File: src/rtl/data_bus_lane_loader.sv
`default_nettype none
// +----------------------------------------------------------------------------+
// | data_bus_lane_loader: scatters a valid/ready beat stream into masked lanes |
// | of the data-bus combiner. Optional DATA_BUS_LOADER_TIMEOUT_EN. Rev 1.0     |
// +----------------------------------------------------------------------------+
module data_bus_lane_loader #(
  parameter int UNIT_NUM    = 5,
  parameter int UNIT_WIDTH  = 4,
  parameter int TIMEOUT_CYC = 16
) (
  input  logic                           sys_clk,
  input  logic                           rstn,
  input  logic                           start_i,
  input  logic [UNIT_NUM-1:0]            lane_mask_i,
  input  logic [UNIT_WIDTH-1:0]          din_i,
  input  logic                           din_valid_i,
  output logic                           din_ready_o,
  output logic [UNIT_NUM*UNIT_WIDTH-1:0] port_in_o,
  output logic [UNIT_NUM-1:0]            load_en_o,
  output logic [UNIT_NUM-1:0]            lane_rstn_o,
  output logic                           busy_o,
  output logic                           frame_done_o,
  output logic                           timeout_o
);

  localparam logic [2:0] S_IDLE  = 3'd0;
  localparam logic [2:0] S_CLEAR = 3'd1;
  localparam logic [2:0] S_FILL  = 3'd2;
  localparam logic [2:0] S_FLUSH = 3'd3;
  localparam logic [2:0] S_DONE  = 3'd4;

  localparam logic [UNIT_NUM-1:0] ONE_LSB = {{(UNIT_NUM-1){1'b0}}, 1'b1};

  if (TIMEOUT_CYC < 1) begin : g_bad_timeout_cfg
    $error("TIMEOUT_CYC must be at least 1");
  end

  logic [2:0]            state_q, state_d;
  logic [UNIT_NUM-1:0]   rem_q, rem_d;
  logic [UNIT_NUM-1:0]   load_en_q, load_en_d;
  logic [UNIT_NUM-1:0]   lane_rstn_q, lane_rstn_d;
  logic [UNIT_WIDTH-1:0] din_q, din_d;
  logic                  busy_q, done_q, timeout_q, timeout_d;
  logic                  accept, last_beat, idle_expired;
  logic [UNIT_NUM-1:0]   low_bit;

  assign din_ready_o = (state_q == S_FILL);
  assign accept      = din_ready_o & din_valid_i;
  // Two's-complement trick isolates the lowest pending lane.
  assign low_bit     = rem_q & (~rem_q + ONE_LSB);
  assign last_beat   = (rem_q == low_bit);

`ifdef DATA_BUS_LOADER_TIMEOUT_EN
  localparam int CNT_W = $clog2(TIMEOUT_CYC + 1);
  logic [CNT_W-1:0] idle_cnt_q, idle_cnt_d;

  always_comb begin
    idle_cnt_d = '0;
    if (state_q == S_FILL && !accept) idle_cnt_d = idle_cnt_q + CNT_W'(1);
  end

  assign idle_expired = (state_q == S_FILL) && !accept &&
                        (idle_cnt_q == CNT_W'(TIMEOUT_CYC - 1));

  always_ff @(posedge sys_clk) begin
    if (!rstn) idle_cnt_q <= '0;
    else       idle_cnt_q <= idle_cnt_d;
  end
`else
  assign idle_expired = 1'b0;
`endif

  always_comb begin
    state_d   = state_q;
    rem_d     = rem_q;
    din_d     = din_q;
    load_en_d = '0;
    timeout_d = 1'b0;
    case (state_q)
      S_IDLE: begin
        if (start_i) begin
          rem_d   = lane_mask_i;
          state_d = (lane_mask_i != '0) ? S_CLEAR : S_DONE;
        end
      end
      S_CLEAR: state_d = S_FILL;
      S_FILL: begin
        if (accept) begin
          din_d     = din_i;
          load_en_d = low_bit;
          rem_d     = rem_q & ~low_bit;
          if (last_beat) state_d = S_FLUSH;
        end else if (idle_expired) begin
          state_d   = S_IDLE;
          rem_d     = '0;
          timeout_d = 1'b1;
        end
      end
      S_FLUSH: state_d = S_DONE;
      S_DONE:  state_d = S_IDLE;
      default: begin
        state_d = S_IDLE;
        rem_d   = '0;
      end
    endcase
    // Only the lanes of the new frame are cleared; the rest keep their data.
    lane_rstn_d = (state_d == S_CLEAR) ? ~rem_d : '1;
  end

  always_ff @(posedge sys_clk) begin
    if (!rstn) begin
      state_q     <= S_IDLE;
      rem_q       <= '0;
      din_q       <= '0;
      load_en_q   <= '0;
      lane_rstn_q <= '0;
      busy_q      <= 1'b0;
      done_q      <= 1'b0;
      timeout_q   <= 1'b0;
    end else begin
      state_q     <= state_d;
      rem_q       <= rem_d;
      din_q       <= din_d;
      load_en_q   <= load_en_d;
      lane_rstn_q <= lane_rstn_d;
      busy_q      <= (state_d != S_IDLE);
      done_q      <= (state_d == S_DONE);
      timeout_q   <= timeout_d;
    end
  end

  assign port_in_o    = {UNIT_NUM{din_q}};
  assign load_en_o    = load_en_q;
  assign lane_rstn_o  = lane_rstn_q;
  assign busy_o       = busy_q;
  assign frame_done_o = done_q;
  assign timeout_o    = timeout_q;

endmodule
`default_nettype wire

File: config.mk
export PLATFORM = sky130hd
export DESIGN_NAME = data_bus_lane_loader
export DESIGN_NICKNAME = d
export VERILOG_FILES = /design/src/rtl/data_bus_lane_loader.sv
export SDC_FILE = /design/constraint.sdc
export NUM_CORES = 1
export LEC_CHECK = 0
export ABC_CLOCK_PERIOD_IN_PS = 1650
export BUFFER_PORTS_ARGS = -buffer_cell sky130_fd_sc_hd__buf_2
export CAP_MARGIN = 10
export CORE_MARGIN = 2
export CORE_UTILIZATION = 49
export CTS_BUF_LIST = sky130_fd_sc_hd__clkbuf_8
export CTS_CLUSTER_SIZE = 25
export DETAILED_ROUTE_END_ITERATION = 8
export GPL_ROUTABILITY_DRIVEN = 0
export GPL_TIMING_DRIVEN = 0
export PLACE_DENSITY = 0.82
export REMOVE_ABC_BUFFERS = 1
export SYNTH_ARGS = -nofsm -noshare
export SYNTH_HDL_FRONTEND = slang
export SYNTH_SLANG_ARGS = --single-unit
File: constraint.sdc
create_clock -name sys_clk -period 1.65 [get_ports sys_clk]
set_input_delay 0.0825 -clock sys_clk [delete_from_list [all_inputs] [get_ports sys_clk]]
set_output_delay 0.0825 -clock sys_clk [all_outputs]
set_load 0.005 [all_outputs]
==> reports/qor.yml <==
clk_pin_slew_ns: 0.09
period_minus_slack_ns: 1.54
synth-edff-count: 0
post_cts_buffers: 0
grt-ovfl-total: 0
vias_per_cell: 5.37
io_buffers: 45
hold_viol_final: 0
ys_seq_area_share_pct: 42.9
drv_cap: 0
endpoint_kind: "flop"
busiest_layer: "met2"
cts_max_level: 1
area_growth_pct: 18.4
ant_nets: 0
max_freq_ghz: 0.648
placed_cells: 167
worstSetupPathType: "reg2reg"
syn_area_um2: 1120
yosys-top-cells-area: "dfxtp_1, buf_4, mux2i_1"
track_usage_pct: 18.8
synthCells: 116
synth_cell_types: 41
num_vias: 918
synth.most_common_cell: "dfxtp_1"
antenna_cells: 0
yosys_register_bits: 24
vdd_ir_drop_max_v: 0.000501
numCtsBuffers: 3
dieWidth_um: 51.8
synth_top_cell_by_area: "dfxtp_1"
crit_required_ns: 1.82
setup_viol: 0
fin_nets: 157
finalCritPeriodShare_pct: 93.5
power_leakage_nw: 0.614
ys.warnings.count: 0
dp_hpwl_um: 1650
hold_class: "in2reg"
place_area_um2: 1230
synth_top_area_share_pct: 42.9
antenna_found_initial: 0
core_area_um2: 2190
clk_path_buf_depth: 2
grt_util_met2_pct: 29.7
yosys-top-cells-count: "dfxtp_1, buf_4, nand2_1, nor2b_1"
wire_per_inst_um: 13.5
setup_slack_ns: 0.108
drt_wl_total_um: 2320
status: "finished clean"
first_pass_iters: 4
initial_core_util_pct: 51.1
fp.dieH_um: 51.8
cts_tree: "done"
clock_sink_count: 24
drt_iter0_drc: 9
final.fill_count: 201
grt_max_degree: 15
startpoint_type: "flop"
use_met3_pct: 3.45
clock_skew_ns: 0.00564
cp_max_fo: 14
grt.met1_usage_pct: 21.7
stdcell_area_um2: 1330
synth_async_sr_flop_share_pct: 0
grt_pass1_wl_um: 3510
rows: 17
first_global_vias: 742
ys.flop_type: "dfxtp_1"
layout-drive-gt1-share_pct: 38.5
finalNonFillerCells: 171
total_power_mw: 1.44
tightestPinTransition_ns: 0.659
rsz0062_at_grt: "false"
dieArea_um2: 2680
cts_root_buf: "clkbuf_8"
maxSlewViolCount: 0
syn_area_per_cell_um2: 9.65
powerDensity_nw_per_um2: 1090
io_pins: 47
cp.arrival_ns: 1.71
clk_latency_ns: 0.27
relSlewSlack_pct: 56.0
drc: 0
dp_slack_ns: -0.512
hold_slack_ns: 0.0267
[repair_timing]
item	CTS	global route
cloned	0	0
endpoints found under the hold margin	0	0
endpoints found under the setup margin	5	13
resized for setup	2	2
hold buffers	0	0
[placed cells by master, fill, tap and decap left out, types with 2 or more instances in the layout]
cell,instances
nor2_1,4
nor2b_1,6
o31ai_1,2
nand2_1,6
a21oi_1,5
a31oi_1,2
o21ai_0,2
inv_1,2
buf_2,45
and3_1,3
nand3_1,2
clkbuf_8,3
dfxtp_1,23
and2_1,5
nor3_1,2
mux2i_1,5
[critical path, cell delays in order (launching register included)]
cell and delay [ns]:
dfxtp_1 0.52, nor4bb_4 0.61, mux2i_1 0.24, nor2b_1 0.06
[cell type report]
type | count | area, um^2 | area share, %
well taps | 28 | 35.0 | 2.64
clock buffers | 3 | 41.3 | 3.11
repair buffers | 45 | 225 | 17.0
multi-input cells | 68 | 505 | 38.1
flip-flops and latches | 24 | 482 | 36.3
clock inverters | 1 | 30.0 | 2.26
inverters | 2 | 7.51 | 0.566
[stage by stage]
step,TNS [ns],utilization [%]
after floorplan,-0.455,-
after global placement,-2.12,56.1
after detailed placement,-2.52,56.1
after CTS,0,60.1
after global routing,0,60.5
final,0,60.5
[kinds of logic after synthesis]
family | count (synthesis) | synth area share [%]
AO/OA/AOI/OAI | 21 | 14.5
other | 1 | 0.335
XOR/XNOR | 1 | 0.782
buffers and inverters | 24 | 14.1
multiplexers | 5 | 4.47
AND/OR/NAND/NOR | 40 | 22.9
flip-flops | 24 | 42.9
[path summary, 6_finish.rpt]
kind	startpoint	endpoint	slack, ns	depth (start not counted)
max	state_q[0]	din_q[3]	0.11	3
min	lane_mask_i[4]	lane_rstn_o[4]	0.03	2
max reg2reg	state_q[0]	din_q[3]	0.11	3
min reg2reg	rem_q[3]	rem_q[3]	0.54	2
[state kept, by name, summed over array words and instances, names as in the netlist]
| register | cells |
|---|---|
| busy_o | 1 |
| lane_rstn_o | 5 |
| load_en_o | 5 |
| din_q | 4 |
| frame_done_o | 1 |
| rem_q | 5 |
| state_q | 3 |
[metal layers]
metal	vias to the layer above	wire [um]
li1	447	-
met1	413	942
met2	52	1100
met3	6	185
met4	0	86
met5	-	0
[power by group]
part	total, mW	internal (mW)	leakage (nW)	switching (mW)
clock	0.520	0.325	0.0357	0.195
sequential	0.688	0.620	0.197	0.0673
combinational	0.234	0.130	0.381	0.104
total	1.44	1.08	0.614	0.367
Power figures use the tool's default switching activity.
